--- src/rtl/sargantana_icache_pkg.sv ---
// Shared types and default geometry for the icache miss-fill engine.
package sargantana_icache_pkg;

  typedef enum logic [2:0] {
    IDLE = 3'd0,
    REQ  = 3'd1,
    WAIT = 3'd2,
    DROP = 3'd3,
    RESP = 3'd4
  } ifill_state_t;

  localparam int DEF_BEAT_W = 128;
  localparam int DEF_LINE_W = 512;
  localparam int N_BEATS    = DEF_LINE_W / DEF_BEAT_W;
  localparam int BEAT_CNT_W = $clog2(N_BEATS);
  localparam int LINE_OFF_W = $clog2(DEF_LINE_W / 8);

endpackage

--- src/rtl/sargantana_icache_way_rr.sv ---
// Round-robin one-hot victim way pointer; advances by one way per completed fill.
module sargantana_icache_way_rr #(
  parameter int N_WAY = 4
) (
  input  logic             clk_i,
  input  logic             rstn_i,
  input  logic             advance_i,
  output logic [N_WAY-1:0] way_o
);

  // Rotate the one-hot pointer left on each advance, wrapping the top way back to way 0
  always_ff @(posedge clk_i) begin
    if (!rstn_i) begin
      way_o <= {{(N_WAY-1){1'b0}}, 1'b1};
    end else if (advance_i) begin
      way_o <= {way_o[N_WAY-2:0], way_o[N_WAY-1]};
    end else begin
      way_o <= way_o;
    end
  end

endmodule

--- src/rtl/sargantana_icache_ifill.sv ---
// Icache miss-fill engine: issues a line read to L2, assembles beats, returns the line with its victim way.
// Optional watchdog enabled by defining ICACHE_IFILL_TIMEOUT_EN.
module sargantana_icache_ifill
  import sargantana_icache_pkg::*;
#(
  parameter int ICACHE_N_WAY = 4,
  parameter int PADDR_W      = 40,
  parameter int BEAT_W       = 128,
  parameter int LINE_W       = 512,
  parameter int TIMEOUT_CYC  = 1024
) (
  input  logic                    clk_i,
  input  logic                    rstn_i,
  input  logic                    ifill_req_valid_i,
  input  logic [PADDR_W-1:0]      ifill_paddr_i,
  input  logic                    kill_i,
  output logic                    ifill_sent_ack_o,
  output logic                    ifill_resp_valid_o,
  output logic                    valid_ifill_resp_o,
  output logic [LINE_W-1:0]       ifill_line_o,
  output logic [ICACHE_N_WAY-1:0] ifill_way_o,
  output logic [PADDR_W-1:0]      ifill_addr_o,
  output logic                    l2_req_valid_o,
  input  logic                    l2_req_ready_i,
  output logic [PADDR_W-1:0]      l2_req_paddr_o,
  input  logic                    l2_resp_valid_i,
  input  logic [BEAT_W-1:0]       l2_resp_data_i,
  output logic                    ifill_timeout_o
);

  localparam int NB    = LINE_W / BEAT_W;
  localparam int CNT_W = $clog2(NB);
  localparam int OFF_W = $clog2(LINE_W / 8);

  ifill_state_t            state_r;
  logic [CNT_W-1:0]        beat_cnt_r;
  logic                    killed_r;
  logic                    last_beat_s;
  logic                    way_adv_s;
  logic                    timeout_s;
  logic [ICACHE_N_WAY-1:0] way_ptr_s;
  logic [PADDR_W-1:0]      aligned_paddr_s;

  assign aligned_paddr_s = {ifill_paddr_i[PADDR_W-1:OFF_W], {OFF_W{1'b0}}};
  assign last_beat_s     = l2_resp_valid_i && (beat_cnt_r == CNT_W'(NB - 1));
  assign way_adv_s       = (state_r == RESP);

  sargantana_icache_way_rr #(
    .N_WAY (ICACHE_N_WAY)
  ) u_way_rr (
    .clk_i     (clk_i),
    .rstn_i    (rstn_i),
    .advance_i (way_adv_s),
    .way_o     (way_ptr_s)
  );

`ifdef ICACHE_IFILL_TIMEOUT_EN
  localparam int TO_W = $clog2(TIMEOUT_CYC + 1);

  logic [TO_W-1:0] to_cnt_r;
  logic            waiting_s;

  assign waiting_s = (state_r == WAIT) || (state_r == DROP);
  assign timeout_s = waiting_s && !l2_resp_valid_i && (to_cnt_r == TO_W'(TIMEOUT_CYC - 1));

  // Watchdog: counts silent cycles while beats are owed; restarts on each beat and on WAIT->DROP
  always_ff @(posedge clk_i) begin
    if (!rstn_i) begin
      to_cnt_r <= {TO_W{1'b0}};
    end else if (!waiting_s || l2_resp_valid_i || timeout_s || ((state_r == WAIT) && kill_i)) begin
      to_cnt_r <= {TO_W{1'b0}};
    end else begin
      to_cnt_r <= to_cnt_r + TO_W'(1);
    end
  end
`else
  assign timeout_s = 1'b0;
`endif

  // Fill sequencing together with every registered controller and L2 output
  always_ff @(posedge clk_i) begin
    if (!rstn_i) begin
      state_r            <= IDLE;
      beat_cnt_r         <= {CNT_W{1'b0}};
      killed_r           <= 1'b0;
      ifill_sent_ack_o   <= 1'b0;
      ifill_resp_valid_o <= 1'b0;
      valid_ifill_resp_o <= 1'b0;
      ifill_line_o       <= {LINE_W{1'b0}};
      ifill_way_o        <= {ICACHE_N_WAY{1'b0}};
      ifill_addr_o       <= {PADDR_W{1'b0}};
      l2_req_valid_o     <= 1'b0;
      l2_req_paddr_o     <= {PADDR_W{1'b0}};
      ifill_timeout_o    <= 1'b0;
    end else begin
      ifill_resp_valid_o <= 1'b0;
      valid_ifill_resp_o <= 1'b0;
      ifill_timeout_o    <= timeout_s;
      case (state_r)
        IDLE: begin
          killed_r   <= 1'b0;
          beat_cnt_r <= {CNT_W{1'b0}};
          if (ifill_req_valid_i) begin
            l2_req_paddr_o   <= aligned_paddr_s;
            ifill_addr_o     <= aligned_paddr_s;
            l2_req_valid_o   <= 1'b1;
            ifill_sent_ack_o <= 1'b1;
            state_r          <= REQ;
          end else begin
            state_r <= IDLE;
          end
        end
        REQ: begin
          // A kill cannot withdraw the request; it only marks the returning data for discard
          if (kill_i) begin
            killed_r <= 1'b1;
          end else begin
            killed_r <= killed_r;
          end
          if (l2_req_ready_i) begin
            l2_req_valid_o <= 1'b0;
            state_r        <= (killed_r || kill_i) ? DROP : WAIT;
          end else begin
            state_r <= REQ;
          end
        end
        WAIT: begin
          if (timeout_s) begin
            ifill_sent_ack_o <= 1'b0;
            state_r          <= IDLE;
          end else if (l2_resp_valid_i) begin
            ifill_line_o[beat_cnt_r*BEAT_W +: BEAT_W] <= l2_resp_data_i;
            beat_cnt_r <= beat_cnt_r + CNT_W'(1);
            if (last_beat_s) begin
              ifill_sent_ack_o <= 1'b0;
              if (kill_i) begin
                state_r <= IDLE;
              end else begin
                ifill_resp_valid_o <= 1'b1;
                ifill_way_o        <= way_ptr_s;
                state_r            <= RESP;
              end
            end else if (kill_i) begin
              state_r <= DROP;
            end else begin
              state_r <= WAIT;
            end
          end else if (kill_i) begin
            state_r <= DROP;
          end else begin
            state_r <= WAIT;
          end
        end
        DROP: begin
          if (timeout_s) begin
            ifill_sent_ack_o <= 1'b0;
            state_r          <= IDLE;
          end else if (l2_resp_valid_i) begin
            beat_cnt_r <= beat_cnt_r + CNT_W'(1);
            if (last_beat_s) begin
              ifill_sent_ack_o <= 1'b0;
              state_r          <= IDLE;
            end else begin
              state_r <= DROP;
            end
          end else begin
            state_r <= DROP;
          end
        end
        RESP: begin
          valid_ifill_resp_o <= !kill_i;
          state_r            <= IDLE;
        end
        default: begin
          ifill_sent_ack_o <= 1'b0;
          l2_req_valid_o   <= 1'b0;
          state_r          <= IDLE;
        end
      endcase
    end
  end

endmodule

--- config.mk ---
export PLATFORM = sky130hd
export DESIGN_NAME = sargantana_icache_ifill
export DESIGN_NICKNAME = d
export VERILOG_FILES = /design/src/rtl/sargantana_icache_pkg.sv /design/src/rtl/sargantana_icache_way_rr.sv /design/src/rtl/sargantana_icache_ifill.sv
export SDC_FILE = /design/constraint.sdc
export NUM_CORES = 1
export LEC_CHECK = 0
export ABC_AREA = 1
export CORE_AREA = 2 2 305 307
export CTS_CLUSTER_DIAMETER = 30
export DETAILED_ROUTE_END_ITERATION = 7
export DIE_AREA = 0 0 307 309
export GPL_TIMING_DRIVEN = 0
export PLACE_DENSITY = 0.63
export SLEW_MARGIN = 20
export SYNTH_ARGS = -nofsm -noshare
export SYNTH_HDL_FRONTEND = slang
export SYNTH_HIERARCHICAL = 1
export SYNTH_SLANG_ARGS = --single-unit
--- constraint.sdc ---
create_clock -name clk_i -period 2.65 [get_ports clk_i]
set_input_delay 0.265 -clock clk_i [delete_from_list [all_inputs] [get_ports clk_i]]
set_output_delay 0.265 -clock clk_i [all_outputs]
set_load 0.02 [all_outputs]
# [Word level (Yosys, flattened, before mapping)]
# Cells that the tools add are included.
# Widths: inputs -> output; s select.
[op_classes] add_sub_neg=2 n_eq_ne=10 n_shift=2 muxes=22 n_bitwise=3 n_reduce_logical=18
[ops] cell="$bwmux 512" n=1
[ops] cell="$shift 128x34->512 const A" n=1
[ops] cell="$shiftx 128x34->512" n=1
[ops] cell="$neg 9->34" n=1
[ops] cell="$mux 3" n=4
[ops] cell="$pmux 3 s4" n=1
[ops] cell="$reduce_and 4->1" n=3
[ops] cell="$reduce_and 2->1" n=5
[ops] cell="$mux 1" n=9
[ops] cell="$eq 3x2->1 const B" n=2
[ops] cell="$mux 2" n=3
[ops] cell="$ne 2x2->1 const B" n=3
[ops] cell="$pmux 1 s3" n=2
[ops] cell="$ne 2x1->1 const B" n=2
[ops] cell="$pmux 2 s2" n=1
[ops] cell="$reduce_bool 2->1" n=2
[ops] cell="$reduce_or 2->1" n=2
[ops] cell="$eq 3x1->1 const B" n=1
[ops] cell="$eq 3x3->1 const B" n=1
[ops] cell="$logic_not 3->1" n=1
[ops] cell="$not 1->1" n=3
[ops] cell="$reduce_and 3->1" n=1
[ops] cell="$reduce_or 3->1" n=1
[ops] cell="$add 2x1->2 const B" n=1
[ops] cell="other kinds (5)" n=5
[word_totals] ff_bits=564 wordCells=68

# [Logic depth before layout (Yosys ltp)]
# Gate-level depths: netlist of run 1.
[logic_depth] word_depth=5 ltp_mapped=14

# [Modules after synthesis]
# Netlist of run 1, hierarchy kept.
[by_module_without_submodules] module="sargantana_icache_ifill" instances=1 cells_each=3945 area_per_inst_um2=25518.2 seq_area_each_um2=11210.8
[by_module_without_submodules] module="sargantana_icache_way_rr" instances=1 cells_each=24 area_per_inst_um2=171.4 seq_area_each_um2=80.1

# [Worst setup path before layout of run 1]
# Ideal clock, no wire load.
[synth_path] kind="register to register" startpoint="reg beat_cnt_r[0]" endpoint="reg ifill_line_o[370]" arrival_ns=2.301 required_ns=2.534 setup_slack_ns=0.234 path_stages_with_launch=15 path_buffers=6 synth_period_minus_slack_ns=2.416 cell_sequence="dfxtp_1 buf_2 inv_1 buf_2 buf_1 ha_1 buf_2 inv_1 nor2_2 nand2_2 buf_2 buf_4 nor2_1 o21ai_0 nor2_1"
[synth_via] elab_chain_cells=3
[synth_rtl] item="start, declared" line_no="sargantana_icache_ifill.sv:36" rtl="logic [CNT_W-1:0] beat_cnt_r;"
[synth_rtl] item="start signal, assigned" line_no="sargantana_icache_ifill.sv:84" rtl="beat_cnt_r <= {CNT_W{1'b0}};"
[synth_rtl] item="start signal, assigned" line_no="sargantana_icache_ifill.sv:102" rtl="beat_cnt_r <= {CNT_W{1'b0}};"
[synth_rtl] item="start signal, assigned" line_no="sargantana_icache_ifill.sv:133" rtl="beat_cnt_r <= beat_cnt_r + CNT_W'(1);"
[synth_rtl] item="$neg 9->34 *" line_no="sargantana_icache_ifill.sv:132" rtl="ifill_line_o[beat_cnt_r*BEAT_W +: BEAT_W] <= l2_resp_data_i;"
[synth_rtl] item="$shiftx 128x34->512 / $shift 128x34->512 (equally long branches)" line_no="sargantana_icache_ifill.sv:132"
[synth_rtl] item="$bwmux 512 *" line_no="sargantana_icache_ifill.sv:132"
[synth_rtl] item="end signal, assigned" line_no="sargantana_icache_ifill.sv:89" rtl="ifill_line_o <= {LINE_W{1'b0}};"
[synth_rtl] item="end signal, assigned by index" line_no="sargantana_icache_ifill.sv:132"
[synth_rtl] item="end, declared" line_no="sargantana_icache_ifill.sv:20" rtl="output logic [LINE_W-1:0] ifill_line_o,"
# Mark *: on every way between the ends. The rest lies on a longest branch, timed or not.
# A chain may end at the register's enable or synchronous reset.

# [Worst setup path in the final report of run 1]
[layout_path] startpoint="reg state_r[1]" endpoint="reg ifill_line_o[95]"
[layout_via] elab_chain_cells=2
[layout_rtl] item="start, declared" line_no="sargantana_icache_ifill.sv:35" rtl="ifill_state_t state_r;"
[layout_rtl] item="start signal, assigned" line_no="sargantana_icache_ifill.sv:122" rtl="state_r <= (killed_r || kill_i) ? DROP : WAIT;"
[layout_rtl] item="$eq 3x2->1" line_no="sargantana_icache_ifill.sv:99" rtl="case (state_r)"
[layout_rtl] item="$reduce_and 2->1 (no source line)"
# Every way passes these cells.

==> reports/results.tsv, run 1 <==
metric	value	unit
status	finished clean	
cts_max_path_buffers	3	
seq_area_frac_synth	0.440	
layout_common_cells	nand2_1, clkdlybuf4s50_1, nor2_1	
worst_pin_slew	0.941	ns
syn-instance-count	3969	
maxCapViolCount	0	
post-place-ws	-2.19	ns
final.setup.tns	0	ns
initial_core_util	0.281	
dr.pass1.iters	6	
leakage	16.9	nW
cts_tree	built	
yosys_warnings	6	
rows	111	
hpwlAfterDp	101000	um
gp_congestion	0.928	
cp_max_fo	10	
rsz0062_at_grt	false	
dieArea	0.0949	mm2
grt_max_degree	17	
hold_viol	0	
drive_gt1_frac	0.102	
die_x	307	um
finalCritPeriodShare	0.995	
slowest_stage	buf_2	
avgSynthCellArea	6.47	um2
routed_wl	134000	um
h-tree-depth	4	
max_stage_delay	0.57	ns
path_class	flop to flop	
drc	0	
timing.final.ws_setup	0.0142	ns
yosys.area.top_type_share	0.440	
holdWs	0.0918	ns
crit_path_cell_trace	inv_2, nor2_2, nand2_1, nor2_2, buf_2, buf_2, nand3_1, a21oi_1	
synth.area.top_cells	dfxtp_1, nand2_1, nor2_1, inv_1, nand3_1	
syn_to_final_growth	59.9	%
viasPerCell	4.71	
drt_iter0_markers	2487	
ant_nets	0	
numCtsBuffers	155	
final_common_cell	nand2_1	
slew_headroom	0.373	
fin_nets	5087	
grt_usage	0.273	
post-route-util	0.449	
ys_types	22	
crit_required	3.31	ns
setup-violations-final	0	
ys_seq_elements	564	
slew_violations	0	
postCtsHoldBufs	0	
synth_top_area_cell	dfxtp_1	
post_drt_wl_per_cell	21.5	um
min_path_type	input port to flop	
io_pins	775	
grt_pass1_vias	27515	
clock-sinks	564	
finalClockSkew	0.0443	ns
port_buffers	754	
die_h	309	um
antenna_found_initial	10	
fin_crit	2.64	ns
power_density	787	mW/mm2
fmax	0.379	GHz
clock_latency	0.76	ns
synth_area	0.0257	mm2
cp.arrival	3.29	ns
grt_pass1_wl	188000	um
cts_root_buf	clkbuf_16	
grt-ovfl-total	0	
via_count	29319	
endpoint_kind	flop	
core-area	0.0914	mm2
path_clk_slew	0.04	ns
vdd_drop_max	0.000552	V
startpoint_type	flop	
per-layer routing:
| layer | part of all wire | vias to the layer above | GRT usage |
|---|---|---|---|
| li1 | - | 13997 | - |
| met1 | 0.41 | 13741 | 0.330 |
| met2 | 0.46 | 1317 | 0.447 |
| met3 | 0.089 | 262 | 0.0789 |
| met4 | 0.045 | 2 | 0.126 |
| met5 | 0.000067 | - | 0 |
path summary, 6_finish.rpt:
path,from,to,slack [ns],depth (start not counted)
setup / recovery,state_r[1],ifill_line_o[95],0.01,8
hold / removal,kill_i,killed_r,0.09,3
setup reg to reg,state_r[1],ifill_line_o[95],0.01,8
hold reg to reg,ifill_addr_o[8],ifill_addr_o[8],0.46,2
flip-flops by register name (all words and copies together) (netlist names):
signal	flops
beat_cnt_r	2
ifill_addr_o	34
state_r	3
ifill_sent_ack_o	1
killed_r	1
ifill_line_o	512
ifill_resp_valid_o	1
valid_ifill_resp_o	1
u_way_rr/way_o	4
l2_req_valid_o	1
ifill_way_o	4
where the power goes:
part	internal (W)	switching (W)	leakage [nW]	total, W
combinational	0.00115	0.00222	9.60	0.00337
clock	0.0141	0.00610	2.76	0.0202
sequential	0.00866	0.000104	4.55	0.00876
cells in the mapped netlist:
master,number
clkbuf_1,157
nand3_1,390
nand2_2,4
buf_4,53
a21oi_1,286
inv_2,3
clkinv_1,1
nor2_2,4
nor2_1,631
conb_1,1
o21ai_0,154
buf_1,21
inv_1,604
a21boi_0,1
nor3_1,110
nand2_1,861
ha_1,5
nand4_1,2
dfxtp_1,564
buf_2,113
nor3_2,1
buf_6,3
logic make-up (layout without fill, tap and decap cells):
family,count (synthesis),in the layout,share of synthesized area
compound gates,441,441,0.0860
fa+ha+maj,5,5,0.00244
buf+inv,955,2009,0.154
flops,564,564,0.440
other cells,1,14,0.000146
simple gates,2003,2003,0.318
layout make-up:
cell class                      count  area, um2
Multi-Input combinational cell   2462      10600
Fill cell                        9264      50300
Clock buffer                      194       4290
Tap cell                         1186       1480
Antenna cell                        1       2.50
Sequential cell                   564      11300
Inverter                          608       2290
Clock inverter                     90       1390
Buffer                            347       1940
Timing Repair Buffer              770       7770
stage by stage:
step	cell area [um2]	cells	total power [W]
after floorplan	25700	3981	0.0104
after CTS	41000	6221	0.0324
after global placement	34800	5921	0.0120
final	41100	6222	0.0323
after global routing	41100	6221	0.0332
after detailed placement	34800	5923	0.0120
worst max-delay path: cells and delay by family (launching register included):
family	cells	cell delay, ns
AOI/OAI and AO/OA	1	0.18
and+or+nand+nor	4	0.96
DFF	1	0.43
buffers and inverters	3	0.97
repair_timing:
action	CTS	global route
gates cloned	1	0
resized for setup	98	51
hold endpoints to repair	0	0
buffers inserted	13	0
setup endpoints to repair	513	237
pin swaps	4	8
No activity file was read; power rests on OpenSTA's default activity.
==> inputs of run 2 (changes only) <==
CELL_PAD_IN_SITES_DETAIL_PLACEMENT = 2   (was unset)
CELL_PAD_IN_SITES_GLOBAL_PLACEMENT = 2   (was unset)
CORE_AREA = unset   (was 2 2 305 307)
CORE_ASPECT_RATIO = 1.75   (was unset)
CORE_MARGIN = 1   (was unset)
CORE_UTILIZATION = 25   (was unset)
DIE_AREA = unset   (was 0 0 307 309)
PLACE_DENSITY = 0.93   (was 0.63)
clock period = 2.76 ns   (was 2.65 ns; I/O delays follow)
==> reports/results.tsv, run 2 (same netlist as run 1, synthesis figures left out) <==
metric	value	unit	change
regMostFlops	ifill_line_o		
hold_viol	0		unchanged
setup-violations-final	0		unchanged
p_sw_frac	0.295		+0.0342
final_common_cell	nand2_1		
cp.arrival	3.31	ns	+0.02 ns
numCtsBuffers	115		-26%
gp_congestion	0.872		-6.0%
maxCapViolCount	0		unchanged
drive_gt1_frac	0.0896		-0.0129
endpoint_kind	flop		
grt_usage	0.350		+0.0771
ant_nets	0		unchanged
design_area	0.0396	mm2	-3.6%
via_count	32213		+9.9%
die_x	244	um	-20%
top_regs	ifill_line_o x512, ifill_addr_o x34		
io_pins	775		unchanged
cts_root_buf	clkbuf_16		
leakage	16.1	nW	-4.8%
h-tree-depth	3		-1
seq_power_share	0.312		+0.041
hpwlAfterDp	126000	um	+25%
timing.final.ws_setup	0.0693	ns	+0.0551 ns
fmax	0.372	GHz	-2.0%
drt_iter0_markers	1600		-36%
vdd_drop_max	0.000504	V	-8.7%
r2r_slack	0.07	ns	+0.06 ns
placed_cell_area	0.0350	mm2	+0.51%
crit_path_cell_trace	inv_2, nor2_2, nand2_1, nor2_2, buf_4, buf_2, nand3_1, nand2_1, nor2_2		
grt_pass1_vias	36770		+34%
worstRegToRegCells	9		+1
rows	155		+40%
worst_pin_slew	1.13	ns	+0.185 ns
power.switching	0.00795	W	-5.6%
core-area	0.102	mm2	+11%
power_density	681	mW/mm2	-13%
viasPerCell	5.11		+8.5%
status	finished clean		
finalCritPeriodShare	0.975		-0.0197
routed_wl	188000	um	+41%
grt_max_degree	17		unchanged
slowest_stage	nor2_2		
drc	0		unchanged
clock_latency	0.76	ns	about the same
fin_nets	5043		-0.86%
startpoint_type	flop		
cp_top_family	simple AND/OR/NAND/NOR gates		
syn_to_final_growth	54.1	%	
regToRegEndpoint	ifill_line_o[164]		
cpMostUsedCell	nor2_2		
post_drt_wl_per_cell	29.9	um	+39%
path_buf_inv	3		unchanged
r2r-start	state_r[1]		
pwr-share-comb	0.130		+0.026
post-route-util	0.389		-0.0607
fillerInstances	11652		+26%
grt-ovfl-total	0		unchanged
cp.depth	9		+1
grt_pass1_wl	263000	um	+40%
largest_reg_flops	512		unchanged
dieArea	0.104	mm2	+9.7%
clock-sinks	564		unchanged
path_class	flop to flop		
p_clk_frac	0.557		-0.068
path_clk_slew	0.05	ns	about the same
rsz0062_at_grt	false		
max_stage_delay	0.55	ns	-0.02 ns
postCtsHoldBufs	0		unchanged
cts_max_path_buffers	3		unchanged
layout_common_cells	nand2_1, clkdlybuf4s50_1, nor2_1		
crit_path_end	ifill_line_o[164]		
initial_core_util	0.252		-0.0288
register_area	0.0113	mm2	unchanged
port_buffers	754		unchanged
critPathLaunch	state_r[1]		
dr.pass1.iters	5		-1
fin_crit	2.69	ns	+0.0549 ns
crit_required	3.38	ns	+0.07 ns
cts_tree	built		
multi_input_area	0.0106	mm2	about the same
slew_violations	0		unchanged
die_h	426	um	+38%
post-place-ws	-2.29	ns	-0.0936 ns
antenna_found_initial	18		+8
min_path_type	input port to flop		
slew_headroom	0.249		-0.123
cp_max_fo	11		+1
finalClockSkew	0.0267	ns	-0.0177 ns
p_int	0.0190	W	-20%
[run 2: cell type report]
cell class,instances,share of cell area
Antenna cell,12,0.000759
Multi-Input combinational cell,2462,0.268
Tap cell,1334,0.0422
Buffer,346,0.0481
Inverter,608,0.0579
Clock inverter,54,0.0198
Sequential cell,564,0.285
Timing Repair Buffer,767,0.196
Clock buffer,153,0.0822
[run 2: power by group through the flow]
| stage | sequential, W | clock, W | combinational [W] |
|---|---|---|---|
| finish | 0.00842 | 0.0150 | 0.00351 |
| global placement | 0.00856 | 0 | 0.00307 |
| global route | 0.00842 | 0.0155 | 0.00366 |
| CTS | 0.00842 | 0.0151 | 0.00344 |
| floorplan | 0.00869 | 0 | 0.00135 |
| detailed placement | 0.00857 | 0 | 0.00320 |
[run 2: routing by layer]
layer,vias up,share of wire,track usage
met5,-,0.000053,0
met3,710,0.079,0.104
met4,2,0.095,0.306
met2,1598,0.50,0.622
li1,13873,-,-
met1,16030,0.33,0.324
[run 2: timing repair]
item / in CTS / in global routing
pin swaps: 3 / 8
gates resized for setup: 117 / 22
setup endpoints to repair: 513 / 198
cloned: 0 / 1
setup buffers: 8 / 1
[run 2: worst min path at each step]
stage | cells past startpoint | from | slack, ns | to
6_report | 3 | kill_i | 0.15 | killed_r
5_1_grt | 3 | kill_i | 0.17 | killed_r
4_1_cts | 3 | kill_i | 0.1 | killed_r
3_5_place_dp | 2 | ifill_line_o[104] | 0.46 | ifill_line_o[104]
3_3_place_gp | 2 | ifill_addr_o[19] | 0.45 | ifill_addr_o[19]
2_1_floorplan | 1 | rstn_i | 0.36 | u_way_rr/way_o[0]
[run 2: per-stage QoR]
| step | hold WS [ns] | TNS (ns) | power (W) | cells |
|---|---|---|---|---|
| after CTS | 0.0986 | 0 | 0.0270 | 6286 |
| after detailed placement | 0.458 | -738.24 | 0.0118 | 6071 |
| final | 0.153 | 0 | 0.0270 | 6300 |
| after global placement | 0.448 | -705.90 | 0.0116 | 6069 |
| after floorplan | 0.360 | 0 | 0.0100 | 3981 |
| after global routing | 0.171 | 0 | 0.0275 | 6296 |
[run 2: worst reg2reg max path, delay by kind of cell (launching register included)]
family                 cells  cell delay [ns]
buffers and inverters      3             0.94
DFF                        1             0.45
and+or+nand+nor            6             1.17
==> inputs of run 3 (changes only) <==
CORE_MARGIN = unset   (was 1)
HOLD_SLACK_MARGIN = 0.1   (was unset)
SLEW_MARGIN = 0   (was 20)
==> reports/results.tsv, run 3 (same netlist as run 1, synthesis figures left out) <==
metric	value	unit	change
path_class	flop to flop		
endpoint_kind	flop		
design_area	0.0396	mm2	about the same
initial_core_util	0.252		unchanged
post-place-ws	-2.27	ns	+0.0199 ns
hold_viol	0		unchanged
finalCritPeriodShare	0.999		+0.0245
maxCapViolCount	0		unchanged
io_pins	775		unchanged
hold_start	kill_i		
final.setup.tns	0	ns	unchanged
cp.arrival	3.40	ns	+0.09 ns
core-area	0.102	mm2	unchanged
holdWs	0.161	ns	+0.00808 ns
post-route-util	0.389		about the same
cts_max_path_buffers	3		unchanged
final_common_cell	nand2_1		
worstRegToRegCells	10		+1
min_path_type	input port to flop		
viasPerCell	5.12		+0.13%
holdPathEnd	killed_r		
r2r-start	beat_cnt_r[0]		
drive_gt1_frac	0.0936		+0.00401
die_h	426	um	unchanged
setup-violations-final	0		unchanged
layout_common_cells	nand2_1, clkdlybuf4s50_1, nor2_1		
syn_to_final_growth	54.1	%	about the same
cts_root_buf	clkbuf_16		
port_buffers	754		unchanged
clock_latency	0.73	ns	-0.03 ns
cp_max_fo	12		+1
ant_nets	0		unchanged
gp_congestion	0.872		unchanged
antenna_found_initial	12		-6
status	finished clean		
rsz0062_at_grt	true		
slew_headroom	0.0732		-0.176
r2r_slack	0.002	ns	-0.07 ns
routed_wl	189000	um	+0.61%
fin_crit	2.76	ns	+0.0675 ns
worst_pin_slew	1.39	ns	+0.264 ns
startpoint_type	flop		
grt_pass1_wl	266000	um	+1.1%
leakage	16.1	nW	about the same
power_density	679	mW/mm2	-0.34%
dieArea	0.104	mm2	unchanged
numCtsBuffers	117		+1.7%
dr.pass1.iters	5		unchanged
regMostFlops	ifill_line_o		
regToRegEndpoint	ifill_line_o[348]		
slew_violations	0		unchanged
hold-path-cell-count	3		unchanged
clock-sinks	564		unchanged
grt_usage	0.354		+0.00422
h-tree-depth	3		unchanged
grt_max_degree	17		unchanged
placed_cell_area	0.0350	mm2	-0.17%
grt_pass1_vias	37056		+0.78%
top_regs	ifill_line_o x512, ifill_addr_o x34		
drc	0		unchanged
grt-ovfl-total	0		unchanged
drt_iter0_markers	1523		-4.8%
fmax	0.363	GHz	-2.4%
rows	155		unchanged
crit_required	3.40	ns	+0.02 ns
finalClockSkew	0.0252	ns	-0.00144 ns
cts_tree	built		
post_drt_wl_per_cell	30.0	um	+0.50%
vdd_drop_max	0.000542	V	+7.6%
path_clk_slew	0.06	ns	about the same
hpwlAfterDp	126000	um	-0.17%
via_count	32292		+0.25%
fin_nets	5045		+0.040%
die_x	244	um	unchanged
largest_reg_flops	512		unchanged
timing.final.ws_setup	0.00179	ns	-0.0675 ns
[run 3: cell types whose count changed in the layout (fill, tap and decap cells not counted), moves of 3 or more]
cell        before  now
buf_6           10   14
bufinv_16       15   11
clkinv_2        16   21
clkinv_4        11    6
clkinvlp_4       6   14
diode_2         12    7
inv_6            3   10
nor2_4           1    4
[run 3: how the worst max path moves through the flow]
stage / cells past startpoint / startpoint / to
5_1_grt: 12 / beat_cnt_r[0] / ifill_line_o[41]
3_5_place_dp: 13 / beat_cnt_r[0] / ifill_line_o[327]
6_report: 10 / beat_cnt_r[0] / ifill_line_o[348]
4_1_cts: 12 / beat_cnt_r[0] / ifill_line_o[473]
3_3_place_gp: 13 / beat_cnt_r[0] / ifill_line_o[313]
2_1_floorplan: 14 / beat_cnt_r[0] / ifill_line_o[370]
[run 3: through the flow]
step | instances | power (W)
floorplan | 3981 | 0.0100
global placement | 6069 | 0.0116
detailed placement | 6069 | 0.0118
CTS | 6299 | 0.0270
global route | 6306 | 0.0275
finish | 6307 | 0.0269
[run 3: layer usage]
metal	part of all wire	vias up	wire length [um]	GRT usage
li1	-	13874	-	-
met5	0.00014	-	26	0
met2	0.50	1565	95000	0.636
met1	0.33	16138	62000	0.324
met4	0.094	4	17700	0.293
met3	0.076	711	14500	0.113
[run 3: what timing repair did]
item,4_1_cts,5_1_grt
hold buffers,0,0
gates cloned,0,0
buffers inserted,13,1
setup endpoints to repair,515,261
pin swaps,7,8
resized for setup,131,44
[run 3: worst max-delay path, stage by stage (launching register included)]
cell      delay, ns
dfxtp_2        0.36
buf_6          0.11
inv_1          0.09
buf_12         0.15
buf_6          0.15
ha_1           0.21
nand3_1        0.15
buf_4          0.41
clkbuf_1       0.59
o21ai_0        0.19
nor2_1         0.24
[run 3: power by group]
group / internal [W] / switching [W]
combinational: 0.00111 / 0.00243
sequential: 0.00829 / 0.000133
clock: 0.00936 / 0.00557
[run 3: layout make-up]
cell class	count	area, um2
Tap cell	1334	1670
Timing Repair Buffer	768	7680
Sequential cell	564	11300
Clock buffer	153	3250
Multi-Input combinational cell	2462	10700
Antenna cell	7	17.5
Clock inverter	66	761
Fill cell	11649	62200
Buffer	345	1970
Inverter	608	2300
